**src/rtl/bcd_alu_sequencer_if.sv**
```systemverilog
// Request/result bundle between entry control and the BCD arithmetic sequencer.
// The master side issues operations; the slave side returns the sign-magnitude result and flags.
interface bcd_alu_sequencer_if #(
    parameter int unsigned DIGIT_NUM = 8
);
    logic                     start;
    logic [2:0]               operation;
    logic [4*DIGIT_NUM-1:0]   operand0;
    logic                     operand0_sign;
    logic [4*DIGIT_NUM-1:0]   operand1;
    logic                     operand1_sign;
    logic                     busy;
    logic                     done;
    logic [4*DIGIT_NUM-1:0]   result;
    logic                     flag_sign;
    logic                     flag_ov;
    logic                     flag_err;

    modport master (
        output start, operation, operand0, operand0_sign, operand1, operand1_sign,
        input  busy, done, result, flag_sign, flag_ov, flag_err
    );

    modport slave (
        input  start, operation, operand0, operand0_sign, operand1, operand1_sign,
        output busy, done, result, flag_sign, flag_ov, flag_err
    );
endinterface

```
**src/rtl/bcd_alu_sequencer.sv**
```systemverilog
// Signed BCD arithmetic sequencer: single-cycle SUM/SUB, digit-serial MUL and DIV built
// from one shared (DIGIT_NUM+1)-digit BCD adder and subtractor.
module bcd_alu_sequencer #(
    parameter int unsigned DIGIT_NUM = 8
) (
    input  logic                 clk,
    input  logic                 reset,
    bcd_alu_sequencer_if.slave   bus
);
    localparam int unsigned W    = 4 * DIGIT_NUM;
    localparam int unsigned W1   = W + 4;
    localparam int unsigned IdxW = (DIGIT_NUM > 1) ? $clog2(DIGIT_NUM) : 1;

    localparam logic [2:0] OpSum = 3'b000;
    localparam logic [2:0] OpSub = 3'b001;
    localparam logic [2:0] OpMul = 3'b010;
    localparam logic [2:0] OpDiv = 3'b011;

    typedef enum logic [2:0] {
        StIdle, StExec, StMulShift, StMulAdd, StDivShift, StDivSub, StDone
    } state_e;

    function automatic logic [W1-1:0] bcd_add(input logic [W1-1:0] a, input logic [W1-1:0] b);
        logic [W1-1:0] s;
        logic          c;
        logic [4:0]    t;
        logic [4:0]    t2;
        s = '0;
        c = 1'b0;
        for (int i = 0; i <= int'(DIGIT_NUM); i++) begin
            t  = {1'b0, a[4*i +: 4]} + {1'b0, b[4*i +: 4]} + {4'b0, c};
            t2 = t - 5'd10;
            if (t > 5'd9) begin
                s[4*i +: 4] = t2[3:0];
                c = 1'b1;
            end else begin
                s[4*i +: 4] = t[3:0];
                c = 1'b0;
            end
        end
        return s;
    endfunction

    // Returns {borrow, difference}.
    function automatic logic [W1:0] bcd_sub(input logic [W1-1:0] a, input logic [W1-1:0] b);
        logic [W1-1:0] d;
        logic          br;
        logic [4:0]    t;
        logic [4:0]    t2;
        d  = '0;
        br = 1'b0;
        for (int i = 0; i <= int'(DIGIT_NUM); i++) begin
            t  = {1'b0, a[4*i +: 4]} - {1'b0, b[4*i +: 4]} - {4'b0, br};
            t2 = t + 5'd10;
            if (t[4]) begin
                d[4*i +: 4] = t2[3:0];
                br = 1'b1;
            end else begin
                d[4*i +: 4] = t[3:0];
                br = 1'b0;
            end
        end
        return {br, d};
    endfunction

    state_e          state_q, state_d;
    logic [2:0]      op_q, op_d;
    logic [W-1:0]    a_q, a_d;
    logic [W-1:0]    b_q, b_d;
    logic            s0_q, s0_d;
    logic            s1_q, s1_d;
    logic [W1-1:0]   work_q, work_d;
    logic [W-1:0]    quot_q, quot_d;
    logic [IdxW-1:0] idx_q, idx_d;
    logic [3:0]      cnt_q, cnt_d;
    logic            ovs_q, ovs_d;
    logic            busy_q, busy_d;
    logic            done_q, done_d;
    logic [W-1:0]    result_q, result_d;
    logic            sign_q, sign_d;
    logic            ov_q, ov_d;
    logic            err_q, err_d;

    logic [W1-1:0]   add_a, add_b, add_res;
    logic [W1-1:0]   sub_a, sub_b;
    logic [W1:0]     sub_res;
    logic            swap;
    logic            eff_s1;
    logic [W-1:0]    mag;
    logic [3:0]      digit;
    logic            fin_mul, fin_div;

    // Magnitude compare is valid on BCD directly since every digit is <= 9.
    assign swap = (b_q > a_q);

    always_comb begin
        add_a = '0;
        add_b = '0;
        sub_a = '0;
        sub_b = '0;
        case (state_q)
            StExec: begin
                add_a = {4'h0, a_q};
                add_b = {4'h0, b_q};
                sub_a = swap ? {4'h0, b_q} : {4'h0, a_q};
                sub_b = swap ? {4'h0, a_q} : {4'h0, b_q};
            end
            StMulAdd: begin
                add_a = {4'h0, work_q[W-1:0]};
                add_b = {4'h0, a_q};
            end
            StDivSub: begin
                sub_a = work_q;
                sub_b = {4'h0, b_q};
                add_a = {4'h0, quot_q};
                add_b = W1'(1);
            end
            default: ;
        endcase
    end

    assign add_res = bcd_add(add_a, add_b);
    assign sub_res = bcd_sub(sub_a, sub_b);

    always_comb begin
        state_d  = state_q;
        op_d     = op_q;
        a_d      = a_q;
        b_d      = b_q;
        s0_d     = s0_q;
        s1_d     = s1_q;
        work_d   = work_q;
        quot_d   = quot_q;
        idx_d    = idx_q;
        cnt_d    = cnt_q;
        ovs_d    = ovs_q;
        busy_d   = busy_q;
        done_d   = done_q;
        result_d = result_q;
        sign_d   = sign_q;
        ov_d     = ov_q;
        err_d    = err_q;
        eff_s1   = 1'b0;
        mag      = '0;
        digit    = '0;
        fin_mul  = 1'b0;
        fin_div  = 1'b0;

        case (state_q)
            StIdle: begin
                if (bus.start) begin
                    op_d     = bus.operation;
                    a_d      = bus.operand0;
                    b_d      = bus.operand1;
                    s0_d     = bus.operand0_sign;
                    s1_d     = bus.operand1_sign;
                    work_d   = '0;
                    quot_d   = '0;
                    ovs_d    = 1'b0;
                    idx_d    = IdxW'(DIGIT_NUM - 1);
                    busy_d   = 1'b1;
                    result_d = '0;
                    sign_d   = 1'b0;
                    ov_d     = 1'b0;
                    err_d    = 1'b0;
                    case (bus.operation)
                        OpMul:   state_d = StMulShift;
                        OpDiv:   state_d = (bus.operand1 == '0) ? StExec : StDivShift;
                        default: state_d = StExec;
                    endcase
                end
            end
            StExec: begin
                case (op_q)
                    OpSum, OpSub: begin
                        eff_s1 = s1_q ^ (op_q == OpSub);
                        if (s0_q == eff_s1) begin
                            mag    = add_res[W-1:0];
                            ov_d   = (add_res[W1-1 -: 4] != 4'h0);
                            sign_d = s0_q & (mag != '0);
                        end else begin
                            mag    = sub_res[W-1:0];
                            ov_d   = 1'b0;
                            sign_d = (s0_q ^ swap) & (mag != '0);
                        end
                        result_d = mag;
                        err_d    = 1'b0;
                    end
                    default: begin
                        // Divide by zero, EXP and reserved codes all land here.
                        result_d = '0;
                        sign_d   = 1'b0;
                        ov_d     = 1'b0;
                        err_d    = 1'b1;
                    end
                endcase
                state_d = StDone;
                done_d  = 1'b1;
            end
            StMulShift: begin
                digit  = b_q[{idx_q, 2'b00} +: 4];
                work_d = {4'h0, work_q[W-5:0], 4'h0};
                ovs_d  = ovs_q | (work_q[W-1 -: 4] != 4'h0);
                cnt_d  = digit;
                if (digit != 4'h0) begin
                    state_d = StMulAdd;
                end else if (idx_q == '0) begin
                    fin_mul = 1'b1;
                end else begin
                    idx_d = idx_q - 1'b1;
                end
            end
            StMulAdd: begin
                work_d = {4'h0, add_res[W-1:0]};
                ovs_d  = ovs_q | (add_res[W1-1 -: 4] != 4'h0);
                cnt_d  = cnt_q - 4'd1;
                if (cnt_q == 4'd1) begin
                    if (idx_q == '0) begin
                        fin_mul = 1'b1;
                    end else begin
                        idx_d   = idx_q - 1'b1;
                        state_d = StMulShift;
                    end
                end
            end
            StDivShift: begin
                digit   = a_q[{idx_q, 2'b00} +: 4];
                work_d  = {work_q[W-1:0], digit};
                quot_d  = {quot_q[W-5:0], 4'h0};
                state_d = StDivSub;
            end
            StDivSub: begin
                if (!sub_res[W1]) begin
                    work_d = sub_res[W1-1:0];
                    quot_d = add_res[W-1:0];
                end else if (idx_q == '0) begin
                    fin_div = 1'b1;
                end else begin
                    idx_d   = idx_q - 1'b1;
                    state_d = StDivShift;
                end
            end
            StDone: begin
                done_d  = 1'b0;
                busy_d  = 1'b0;
                state_d = StIdle;
            end
            default: state_d = StIdle;
        endcase

        if (fin_mul) begin
            state_d  = StDone;
            done_d   = 1'b1;
            result_d = work_d[W-1:0];
            ov_d     = ovs_d;
            sign_d   = (s0_q ^ s1_q) & (work_d[W-1:0] != '0);
            err_d    = 1'b0;
        end
        if (fin_div) begin
            state_d  = StDone;
            done_d   = 1'b1;
            result_d = quot_q;
            ov_d     = 1'b0;
            sign_d   = (s0_q ^ s1_q) & (quot_q != '0);
            err_d    = 1'b0;
        end
    end

    always_ff @(posedge clk) begin
        if (reset) begin
            state_q  <= StIdle;
            op_q     <= '0;
            a_q      <= '0;
            b_q      <= '0;
            s0_q     <= 1'b0;
            s1_q     <= 1'b0;
            work_q   <= '0;
            quot_q   <= '0;
            idx_q    <= '0;
            cnt_q    <= '0;
            ovs_q    <= 1'b0;
            busy_q   <= 1'b0;
            done_q   <= 1'b0;
            result_q <= '0;
            sign_q   <= 1'b0;
            ov_q     <= 1'b0;
            err_q    <= 1'b0;
        end else begin
            state_q  <= state_d;
            op_q     <= op_d;
            a_q      <= a_d;
            b_q      <= b_d;
            s0_q     <= s0_d;
            s1_q     <= s1_d;
            work_q   <= work_d;
            quot_q   <= quot_d;
            idx_q    <= idx_d;
            cnt_q    <= cnt_d;
            ovs_q    <= ovs_d;
            busy_q   <= busy_d;
            done_q   <= done_d;
            result_q <= result_d;
            sign_q   <= sign_d;
            ov_q     <= ov_d;
            err_q    <= err_d;
        end
    end

    assign bus.busy      = busy_q;
    assign bus.done      = done_q;
    assign bus.result    = result_q;
    assign bus.flag_sign = sign_q;
    assign bus.flag_ov   = ov_q;
    assign bus.flag_err  = err_q;
endmodule

```
**src/flat_wrapper.sv**
```systemverilog
// flat-port wrapper written by rule: the top's interface ports become plain ports
module bcd_alu_sequencer_flat 
#(
    parameter int unsigned DIGIT_NUM = 8
)
  (clk, reset, bus_start, bus_operation, bus_operand0, bus_operand0_sign, bus_operand1, bus_operand1_sign, bus_busy, bus_done, bus_result, bus_flag_sign, bus_flag_ov, bus_flag_err);
  bcd_alu_sequencer_if #(.DIGIT_NUM(DIGIT_NUM)) bus_i ();
  input  logic clk;
  input  logic reset;
  input wire logic [$bits(bus_i.start)-1:0] bus_start;
  input wire logic [$bits(bus_i.operation)-1:0] bus_operation;
  input wire logic [$bits(bus_i.operand0)-1:0] bus_operand0;
  input wire logic [$bits(bus_i.operand0_sign)-1:0] bus_operand0_sign;
  input wire logic [$bits(bus_i.operand1)-1:0] bus_operand1;
  input wire logic [$bits(bus_i.operand1_sign)-1:0] bus_operand1_sign;
  output wire logic [$bits(bus_i.busy)-1:0] bus_busy;
  output wire logic [$bits(bus_i.done)-1:0] bus_done;
  output wire logic [$bits(bus_i.result)-1:0] bus_result;
  output wire logic [$bits(bus_i.flag_sign)-1:0] bus_flag_sign;
  output wire logic [$bits(bus_i.flag_ov)-1:0] bus_flag_ov;
  output wire logic [$bits(bus_i.flag_err)-1:0] bus_flag_err;
  assign bus_i.start = bus_start;
  assign bus_i.operation = bus_operation;
  assign bus_i.operand0 = bus_operand0;
  assign bus_i.operand0_sign = bus_operand0_sign;
  assign bus_i.operand1 = bus_operand1;
  assign bus_i.operand1_sign = bus_operand1_sign;
  assign bus_busy = bus_i.busy;
  assign bus_done = bus_i.done;
  assign bus_result = bus_i.result;
  assign bus_flag_sign = bus_i.flag_sign;
  assign bus_flag_ov = bus_i.flag_ov;
  assign bus_flag_err = bus_i.flag_err;
  bcd_alu_sequencer #(.DIGIT_NUM(DIGIT_NUM)) u_core (.clk(clk), .reset(reset), .bus(bus_i));
endmodule
```
**config.mk**
```make
export PLATFORM = sky130hd
export DESIGN_NAME = bcd_alu_sequencer_flat
export DESIGN_NICKNAME = d
export VERILOG_FILES = /design/src/rtl/bcd_alu_sequencer_if.sv /design/src/rtl/bcd_alu_sequencer.sv /design/src/flat_wrapper.sv
export SDC_FILE = /design/constraint.sdc
export NUM_CORES = 1
export LEC_CHECK = 0
export BUFFER_PORTS_ARGS = -buffer_cell sky130_fd_sc_hd__buf_2
export CAP_MARGIN = 20
export CELL_PAD_IN_SITES_DETAIL_PLACEMENT = 1
export CELL_PAD_IN_SITES_GLOBAL_PLACEMENT = 2
export CORE_AREA = 3 3 217 219
export CTS_CLUSTER_DIAMETER = 40
export DETAILED_ROUTE_END_ITERATION = 6
export DIE_AREA = 0 0 220 222
export HOLD_SLACK_MARGIN = 0.06
export PLACE_DENSITY_LB_ADDON = 0.12
export SKIP_CTS_REPAIR_TIMING = 1
export SLEW_MARGIN = 20
export SYNTH_ARGS = -nofsm -noshare
export SYNTH_HDL_FRONTEND = slang
export SYNTH_SLANG_ARGS = --single-unit
```
**constraint.sdc**
```tcl
create_clock -name clk -period 21.2 [get_ports clk]
set_clock_uncertainty 0.2 [all_clocks]
set_input_delay 3.18 -clock clk [delete_from_list [all_inputs] [get_ports clk]]
set_output_delay 3.18 -clock clk [all_outputs]
set_load 0.02 [all_outputs]
```
# Word-level counts from Yosys, hierarchy flattened

Cells that the tools add are included.

Add/sub/neg operators: 54
Bitwise operators: 9
Muxes and demuxes: 95
Shift-type cells: 2
Equal/unequal tests: 26
$lt $le $gt $ge: 10
Reductions and logical operators: 33

Operator list:

| operator              | number |
|---|---|
| $pmux W32 S3          | 3 |
| $mux W32              | 8 |
| $pmux W36 S5          | 1 |
| $pmux W36 S2          | 2 |
| $reduce_bool A32 Y1   | 4 |
| $mux W36              | 2 |
| $mux W4               | 18 |
| $pmux W32 S2          | 1 |
| $shiftx A32 B6 Y4     | 2 |
| $gt A5 B4 Y1 const B  | 9 |
| $sub A4 B4 Y5         | 9 |
| $mux W3               | 14 |
| $add A4 B4 Y5         | 8 |
| $sub A5 B1 Y5         | 8 |
| $add A4 B4 Y4 const B | 9 |
| $sub A4 B4 Y4 const B | 9 |
| $add A5 B1 Y5         | 7 |
| $mux W1               | 35 |
| $gt A32 B32 Y1        | 1 |
| $logic_not A32 Y1     | 1 |
| $reduce_bool A4 Y1    | 6 |
| $pmux W3 S6           | 1 |
| $eq A3 B2 Y1 const B  | 4 |
| $ne A4 B1 Y1 const B  | 3 |
| other kinds (30)      | 64 |

Input bits: 72
Output and inout bits: 37
Register bits after elaboration: 185

# Logic depth before layout (Yosys ltp)

Gate-level depths: netlist of the first run.

Word-level depth: 34
Gate-level depth with buffers: 76
Mapped depth without buffers: 73

# Least setup slack after synthesis of the first run

Ideal clock, no wire load.

Path type: register -> register
Start: reg u_core.a_q[17]
End: reg u_core.sign_q (netlist: u_core.bus.flag_sign)
Required time: 20.883 ns
Period minus slack after synthesis: 16.754 ns
Setup slack: 4.446 ns
Arrival time: 16.437 ns
Setup time: 0.117 ns
Path buffers: 2
Stages on the path, launching flop included: 76
Path through: dfxtp_1 > inv_1 > ha_1 > a211oi_1 > o21ai_0 > a311oi_1 > a21oi_1 > o21ai_0 > or2_0 > clkbuf_1 > nand2_1 > a21oi_1 > a21oi_1 > ha_1 > fa_1 > nor2b_1 > o21a_1 > or2_2 > (+40 left out) > o21ai_0 > and2_0 > inv_1 > ha_1 > ha_1 > nor3b_1 > clkbuf_1 > or3_1 > a21oi_1 > or4_1 > nor4_1 > o211ai_1 > nor4bb_1 > nand4_1 > nor4_1 > nand4b_1 > nand4bb_1 > a22o_1

Cells in the longest elaborated chain, start to end: 27
Elaborated cells on any way between the ends: 88
Those cells by class: add/sub: 33; order compare: 5; eq/ne: 1; shift: 1; mux: 39; bitwise: 4; reduce/logical: 5

Ends and longest elaborated chain:

| item                                                  | line                                               | source |
|---|---|---|
| from (decl)                                           | bcd_alu_sequencer.sv:68                            | `logic [W-1:0] a_q, a_d;` |
| from (signal assigned)                                | bcd_alu_sequencer.sv:273                           | `a_q <= '0;` |
| from (signal assigned)                                | bcd_alu_sequencer.sv:291                           | `a_q <= a_d;` |
| $gt A32 B32 Y1                                        | bcd_alu_sequencer.sv:94                            | `assign swap = (b_q > a_q);` |
| $mux W32, on equally long branches                    | bcd_alu_sequencer.sv:105, bcd_alu_sequencer.sv:106 |  |
| $pmux W36 S2                                          | bcd_alu_sequencer.sv:101                           | `case (state_q)` |
| $sub A4 B4 Y5                                         | bcd_alu_sequencer.sv:53                            | `t = {1'b0, a[4*i +: 4]} - {1'b0, b[4*i +: 4]} - {4'b0, br};` |
| $mux W1                                               | bcd_alu_sequencer.sv:55                            | `if (t[4]) begin` |
| $sub A5 B1 Y5                                         | bcd_alu_sequencer.sv:53                            |  |
| $mux W1                                               | bcd_alu_sequencer.sv:55                            |  |
| $sub A5 B1 Y5                                         | bcd_alu_sequencer.sv:53                            |  |
| (+11 left out)                                        | --                                                 |  |
| $sub A5 B1 Y5 / $mux W4 (equally long branches)       | bcd_alu_sequencer.sv:53, bcd_alu_sequencer.sv:55   |  |
| $mux W1 / $reduce_bool A32 Y1 (equally long branches) | bcd_alu_sequencer.sv:55, bcd_alu_sequencer.sv:184  |  |
| $mux W36 / $and A1 B1 Y1 (equally long branches)      | bcd_alu_sequencer.sv:233, bcd_alu_sequencer.sv:184 |  |
| $pmux W36 S5 / $mux W1 (equally long branches)        | bcd_alu_sequencer.sv:149, bcd_alu_sequencer.sv:177 |  |
| $reduce_bool A32 Y1 / $mux W1 (equally long branches) | bcd_alu_sequencer.sv:256, bcd_alu_sequencer.sv:174 |  |
| $and A1 B1 Y1 / $pmux W1 S2 (equally long branches)   | bcd_alu_sequencer.sv:256, bcd_alu_sequencer.sv:149 |  |
| $mux W1                                               | bcd_alu_sequencer.sv:251                           | `if (fin_mul) begin` |
| $mux W1                                               | bcd_alu_sequencer.sv:259                           | `if (fin_div) begin` |
| to (signal assigned)                                  | bcd_alu_sequencer.sv:303                           | `sign_q <= sign_d;` |
| to (decl)                                             | bcd_alu_sequencer.sv:80                            | `logic sign_q, sign_d;` |

Parallel ways exist; a longest one is shown, timed or not. The select of a mux whose other input is x is not followed.
A chain may end at the register's enable or synchronous reset.

# Worst setup path after layout of the first run

Start: reg u_core.a_q[27]
End: reg u_core.sign_q (netlist: u_core.bus.flag_sign)

Same word-level chain as after synthesis.

==> summary.txt, run 1 <==
Floorplanning
  – Core Rows: ~80
  – Starting Density: between 30% and 40%
  – CORE AREA: 0.0453 mm^2
  – Die height: approximately 220 um
  – Die width: about 220 um
  – I/O pin cnt: approximately 110
  – Die area: ~0.05 mm^2

Power
  – Int Power: about 1.3 mW
  – Worst vdd ir: around 0.10 mV
  – PD cells: 169 mW/mm^2
  – Combinational Power Share: 71.5%
  – Switching share of total power: about three fifths
  – Lkg Pwr: between 6 and 7 nW
  – Power share of the clock group: between 10 and 15%
  – Net Switching: roughly 1.8 mW
  – Flop pwr share: between 10% and 20%
  – Total power: ~3.1 mW

Worst setup path
  – R2R depth: 74
  – Critical path capture point type: flip-flop
  – Startpoint Class: flip-flop
  – Most used cell along the critical path: fa_1
  – Req. time, crit path: 21.41 ns
  – FF-to-FF End: u_core.bus.flag_sign
  – Worst Path Max Fanout: 32
  – CP max-delay cell: a2111oi_0
  – R2r startpoint: u_core.a_q[27]
  – WP data arrival: between 15 and 20 ns
  – CP Class: flip-flop to flip-flop
  – Max incr delay on CP: ~0.7 ns
  – Reg2reg setup slack: 1.51 ns

Placed design
  – GPL Wtd Cong: about 0.99
  – Cell Area, Placed: about 0.017 mm^2
  – Hpwl dp: roughly 66 mm
  – PortBufs: around 110

Detailed routing
  – WL final: around 87 mm
  – Via density: about 6.4
  – Drt drc: 2
  – Routed length per placed instance: between 30 and 40 um
  – First-pass detailed-route iteration total: 7
  – Post-route ant nets: 0
  – Initial DRC Count: approximately 2,200
  – Via count: around 18,000

Global routing
  – Vias in the first global route: roughly 18,000
  – First-pass GRT wire length: between 100 and 150 mm
  – Initial antenna violation count: 1
  – Total gr overflow: 0
  – GRT Resource Usage Total: a little over a third
  – Largest net degree at the start of global routing: 77

Clocking
  – Num CTS Buffers: 17
  – TritonCTS clock tree: done
  – Clk sinks: roughly 190
  – CTS max path bufs: 2
  – Clock root buffer master: clkbuf_16
  – Worst-Skew Late Latency: approximately 0.5 ns
  – CTS clk-pin slew, worst paths: ~0.090 ns
  – H-tree depth: 4

Synth
  – Number of synthesized register bits: ~190
  – Syn Area/Cell: around 7.4 um^2
  – Combinational family with the most area after synthesis: compound AO/OA/AOI/OAI gates
  – Synth Warn #: 0
  – Simple-gate share of the synthesized area: 22.6%
  – Cells after Synth: between 2,000 and 2,500
  – EDFF count, synth: 0
  – Netlist cell types: 86
  – Multiplexer area fraction after synthesis: between 5 and 6%
  – Mapped cell area: 0.0163 mm^2
  – Post-synthesis compound-gate area fraction: between 20% and 30%
  – Post-synthesis xor/xnor area fraction: under 10%
  – Syn nets: between 2,000 and 2,500
  – Adder-Cell Fraction of Synth Area: 12.5%
  – Main flop type after synthesis: dfxtp_1
  – Sequential element share of the synthesized area: a little under a quarter
  – Post-synth ARST share: 0%

Layout
  – Layout Area Growth over Synthesis: 11.0%
  – Final #Nets: 2,452
  – Fraction of layout cells with a size suffix above 1: roughly 11%
  – N_diodes: 0
  – Final Util: 39.9%
  – Final instance area: about 0.018 mm^2
  – Layout fillers: around 5,600

Timing
  – Fin crit period: a little under 20 ns
  – WHS: between 0.2 and 0.3 ns
  – Slew headroom: 23.4%
  – Slew @ Worst Pin: around 1.1 ns
  – Period utilization: 92.9%
  – RSZ-0062 raised after global routing: no
  – Sum Neg Setup Slack: 0 ns
  – Highest clock rate: 50.8 MHz
  – Pins Over Slew Limit: 0
  – Final Hold Fails: 0
  – Setup violations, final: 0

Outcome
  – Status: complete, but fails checks
  – Failing checks: design-rule violations

Hold path
  – End of the worst hold path: u_core.bus.result[29]
  – Hold crit path type: flip-flop to flip-flop
  – Worst hold stages: 2
  – Hold path startpoint: u_core.bus.result[29]

Run
  – Max-cap violations: 0
-- per-layer routing --
metal  up-vias  global-route usage, %  share of wire [%]
met2       917                   50.9                 42
met4         2                   16.2                4.8
met5         -                      0              0.015
li1       8044                      -                  -
met3       199                   7.70                8.9
met1      9088                   49.2                 44
-- kinds of logic (layout without fill, tap and decap cells) --
family	after synthesis	count (layout)
AND/OR/NAND/NOR	809	809
AO/OA/AOI/OAI	686	686
buffers and inverters	268	309
flip-flops	185	185
adder cells (fa/ha/maj)	145	145
multiplexers	62	62
XOR/XNOR	52	52
-- cell usage after synthesis (10+ instances only) --
master	n	area (um^2)
and2_1	26	163
nand4_1	15	93.8
nor3_1	37	185
xnor2_1	39	342
clkbuf_1	126	473
a22o_1	29	254
mux2i_1	39	390
o21ai_0	139	696
a21o_1	15	113
inv_1	125	469
o211ai_1	14	105
or3_1	14	87.6
xor2_1	11	96.3
a21oi_1	217	1090
mux4_2	16	360
a32oi_1	14	123
fa_1	30	601
nor4_1	28	175
nand3_1	15	75.1
a222oi_1	45	450
dfxtp_1	185	3700
buf_1	11	41.3
a22oi_1	36	270
ha_1	115	1440
o21a_1	24	180
o31ai_1	10	75.1
and3_1	19	119
nor2b_1	20	125
a221oi_1	21	184
nor2_1	180	676
nand2_1	390	1460
a211oi_1	35	263
-- worst max-delay path by stage --
| stage | cells past startpoint | slack [ns] | start | to |
|---|---|---|---|---|
| 2_1_floorplan | 75 | 4.45 | u_core.a_q[17] | u_core.bus.flag_sign |
| 3_3_place_gp | 72 | 1.78 | u_core.a_q[25] | u_core.bus.flag_sign |
| 3_5_place_dp | 72 | 1.11 | u_core.a_q[25] | u_core.bus.flag_sign |
| 4_1_cts | 72 | 1.08 | u_core.a_q[25] | u_core.bus.flag_sign |
| 5_1_grt | 72 | 0.06 | u_core.a_q[25] | u_core.bus.flag_sign |
| 6_report | 74 | 1.51 | u_core.a_q[27] | u_core.bus.flag_sign |
-- per-stage QoR --
step                setup slack [ns]  std cells
global placement                1.78       2816
detailed placement              1.11       2816
finish                          1.51       2848
global route                  0.0597       2848
floorplan                       4.45       2207
CTS                             1.08       2848
-- placed cells by master, fill, tap and decap left out, drive strengths merged, types with 19 or more instances in the layout --
master  synthesis  routed
a211oi         35      35
a21oi         217     217
a221oi         21      21
a222oi         45      45
a22o           29      29
a22oi          36      36
and2           30      30
and3           19      19
buf            17     152
dfxtp         185     185
fa             30      30
ha            115     115
inv           125     132
mux2i          39      39
nand2         390     390
nor2          180     180
nor2b          20      20
nor3           39      39
nor4           28      28
o21a           24      24
o21ai         144     144
xnor2          40      40
-- area by class of cell --
type | instances | area (um^2) | area share, %
Multi-Input combinational cell | 1754 | 11700 | 64.5
Sequential cell | 185 | 3710 | 20.5
Timing Repair Buffer | 152 | 873 | 4.83
Tap cell | 600 | 751 | 4.15
Inverter | 125 | 469 | 2.59
Clock buffer | 17 | 425 | 2.35
Clock inverter | 15 | 190 | 1.05
-- power groups by stage --
stage | logic [mW] | clock network [mW] | registers [mW]
after detailed placement | 2.11 | 0 | 0.531
final | 2.19 | 0.344 | 0.526
after floorplan | 1.32 | 0 | 0.498
after CTS | 2.12 | 0.350 | 0.523
after global placement | 2.08 | 0 | 0.528
after global routing | 2.33 | 0.364 | 0.535
-- sequential cells by signal (all words and copies together), names as in the netlist --
signal and count:
u_core.a_q 32, u_core.b_q 32, u_core.bus.busy 1, u_core.bus.done 1, u_core.bus.flag_err 1, u_core.bus.flag_ov 1
u_core.bus.flag_sign 1, u_core.bus.result 32, u_core.cnt_q 4, u_core.idx_q 3, u_core.op_q 3, u_core.ovs_q 1
u_core.quot_q 32, u_core.s0_q 1, u_core.s1_q 1, u_core.state_q 3, u_core.work_q 36
-- critical path, delay by kind of cell (launching register included) --
| family | cells | cell delay [ns] |
|---|---|---|
| simple gates | 21 | 4.37 |
| flops | 1 | 0.45 |
| buf+inv | 11 | 1.62 |
| compound gates | 18 | 3.68 |
| xor+xnor | 5 | 1.87 |
| fa+ha+maj | 19 | 7.36 |
Note: power is estimated with default switching activity, not from simulation.
==> inputs of run 2 (changes only) <==
Settings changed: MAX_ROUTING_LAYER set to met4.
==> run 2 against run 1 <==
The flow now finishes without violations. Power grew 0.68%. Clock power grew 2%. Non-clock buffer count grew 1. Wire length grew 1.4%. Largest power group unchanged. Largest cell class unchanged.
==> summary.txt, run 2 (synthesis gave the netlist of run 1 again) <==
Worst setup path
  – Reg2reg setup slack: 1.42 ns (-0.10 ns)
  – FF-to-FF End: u_core.bus.flag_sign
  – Max incr delay on CP: 0.55 ns (-0.15 ns)
  – WP data arrival: 20.01 ns (+0.12 ns)
  – Capture point of the worst path: u_core.bus.flag_sign
  – Critical Path Source: u_core.a_q[17]
  – R2r startpoint: u_core.a_q[17]
  – Most used cell along the critical path: fa_1
  – Critical path capture point type: flip-flop
  – CP Class: flip-flop to flip-flop
  – R2R depth: 74 (unchanged)
  – Startpoint Class: flip-flop
  – Req. time, crit path: 21.43 ns (+0.02 ns)
  – CP max-delay cell: nand2_1
  – Worst Path Max Fanout: 22 (-31%)

Clocking
  – CTS max path bufs: 2 (unchanged)
  – H-tree depth: 4 (unchanged)
  – Num CTS Buffers: 17 (unchanged)
  – Clk sinks: 185 (unchanged)
  – CTS clk-pin slew, worst paths: 0.10 ns (about the same)
  – Clock root buffer master: clkbuf_16
  – TritonCTS clock tree: done
  – Worst-Skew Late Latency: 0.53 ns (+0.02 ns)

Layout
  – Sequential Area: 0.00371 mm^2 (unchanged)
  – Layout fillers: 5,639 (+0.70%)
  – Layout Area Growth over Synthesis: 11.1%
  – Multi-input gate area in the final layout: 0.0117 mm^2 (unchanged)
  – Final #Nets: 2,453 (+0.041%)
  – Commonest non-fill, non-tap cell in the layout: nand2_1
  – Most flop-heavy register: u_core.work_q
  – Largest register FFs: 36 (unchanged)
  – Final Util: 40.0% (+0.041 points)
  – Fin cells: 2,851 (+0.11%)
  – Fraction of layout cells with a size suffix above 1: 11.1% (about the same)
  – Commonest non-fill, non-tap cells in the layout: nand2_1, a21oi_1, dfxtp_1, nor2_1, o21ai_0

Floorplanning
  – Starting Density: 36.0% (unchanged)
  – Die height: 222 um (unchanged)
  – I/O pin cnt: 109 (unchanged)
  – Die width: 220 um (unchanged)
  – Die area: 0.0488 mm^2 (unchanged)
  – CORE AREA: 0.0453 mm^2 (unchanged)
  – Core Rows: 78 (unchanged)

Detailed routing
  – Initial DRC Count: 2,550 (+16%)
  – Via count: 18,400 (+0.68%)
  – Post-route ant nets: 0 (unchanged)
  – WL final: 87.7 mm (+1.4%)
  – Via density: 6.45 (+0.58%)
  – First-pass detailed-route iteration total: 6 (-1)
  – Drt drc: 0 (-2)
  – Routed length per placed instance: 30.8 um (+1.3%)

Global routing
  – Global route hottest layer: met2
  – First-pass GRT wire length: 126 mm (+0.47%)
  – Largest net degree at the start of global routing: 78 (+1.3%)
  – GRT Resource Usage Total: 36.5% (+1.5 points)
  – Met2 usage: 52.3% (+1.4 points)
  – Initial antenna violation count: 1 (unchanged)
  – Vias in the first global route: 17,800 (-0.33%)
  – Met1 usage: 50.8% (+1.6 points)
  – Met3 Use GR: 6.50% (-1.2 points)
  – Total gr overflow: 0 (unchanged)

Power
  – Lkg Pwr: 6.99 nW (about the same)
  – Worst vdd ir: 0.104 mV (+2.5%)
  – PD cells: 170 mW/mm^2 (+0.58%)

Timing
  – Fin crit period: 19.78 ns (+0.0967 ns)
  – Final Hold Fails: 0 (unchanged)
  – Period utilization: 93.3% (+0.46 points)
  – Pins Over Slew Limit: 0 (unchanged)
  – Highest clock rate: 50.6 MHz (-0.49%)
  – Setup violations, final: 0 (unchanged)
  – Slew headroom: 18.1% (-5.4 points)
  – RSZ-0062 raised after global routing: no
  – Slew @ Worst Pin: 1.19 ns (+0.0462 ns)
  – Sum Neg Setup Slack: 0 ns (unchanged)

Run
  – Max-cap violations: 0 (unchanged)

Placed design
  – Hpwl dp: 67.1 mm (+1.4%)
  – PortBufs: 108 (unchanged)
  – Placed cells: 2,817 (+0.036%)
  – GPL Wtd Cong: 1.01 (+1.8%)

Outcome
  – Status: finished clean

Hold path
  – Hold crit path type: flip-flop to flip-flop
[run 2: cell count changes in the layout (fill, tap and decap cells not counted), sizes merged]
| cell | change |
|---|---|
| diode | +2 |
| buf | +1 |
| clkinvlp | +1 |
| inv | -1 |
[run 2: how the worst min path moves through the flow]
stage | start | to | slack [ns] | depth (start not counted)
after floorplan | u_core.ovs_q | u_core.ovs_q | 0.24 | 2
after global placement | u_core.bus.result[29] | u_core.bus.result[29] | 0.24 | 2
after detailed placement | u_core.bus.result[29] | u_core.bus.result[29] | 0.24 | 2
after CTS | u_core.bus.result[29] | u_core.bus.result[29] | 0.25 | 2
after global routing | u_core.bus.result[29] | u_core.bus.result[29] | 0.29 | 2
final | u_core.bus.result[29] | u_core.bus.result[29] | 0.25 | 2
[run 2: power by group]
| group | internal, mW | switching, mW | total, mW | leakage [nW] |
|---|---|---|---|---|
| Sequential | 0.412 | 0.112 | 0.524 | 1.51 |
| Clock | 0.161 | 0.190 | 0.351 | 0.293 |
| Combinational | 0.692 | 1.51 | 2.20 | 5.19 |
[run 2: routing by layer]
metal	up-vias	wire length, um	part of all wire (%)
met5	-	0	0
met4	0	3940	4.5
met3	196	8030	9.2
met2	1034	37300	42
met1	9089	38500	44
li1	8056	-	-
[run 2: critical path: cells and delay by family, from the launching register on]
family | cells | cell delay [ns]
flops | 1 | 0.52
simple gates | 20 | 4.26
buf+inv | 10 | 1.39
fa+ha+maj | 19 | 7.42
compound gates | 20 | 4.01
xor+xnor | 5 | 1.90
[run 2: per-stage QoR]
stage | power (mW) | instance area, um^2 | setup slack (ns) | hold WS, ns
2_1_floorplan | 1.82 | 16300 | 4.45 | 0.244
3_3_place_gp | 2.62 | 17500 | 2.20 | 0.238
3_5_place_dp | 2.65 | 17500 | 1.45 | 0.244
4_1_cts | 3.01 | 18100 | 1.37 | 0.254
5_1_grt | 3.22 | 18100 | 0.0266 | 0.292
6_report | 3.08 | 18100 | 1.42 | 0.252
[run 2: cell type report]
type,instances,area share [%]
diodes,2,0.0276
clock buffers,17,2.35
clock inverters,15,1.08
inverters,125,2.59
multi-input cells,1754,64.5
flip-flops and latches,185,20.5
well taps,600,4.15
repair buffers,153,4.86
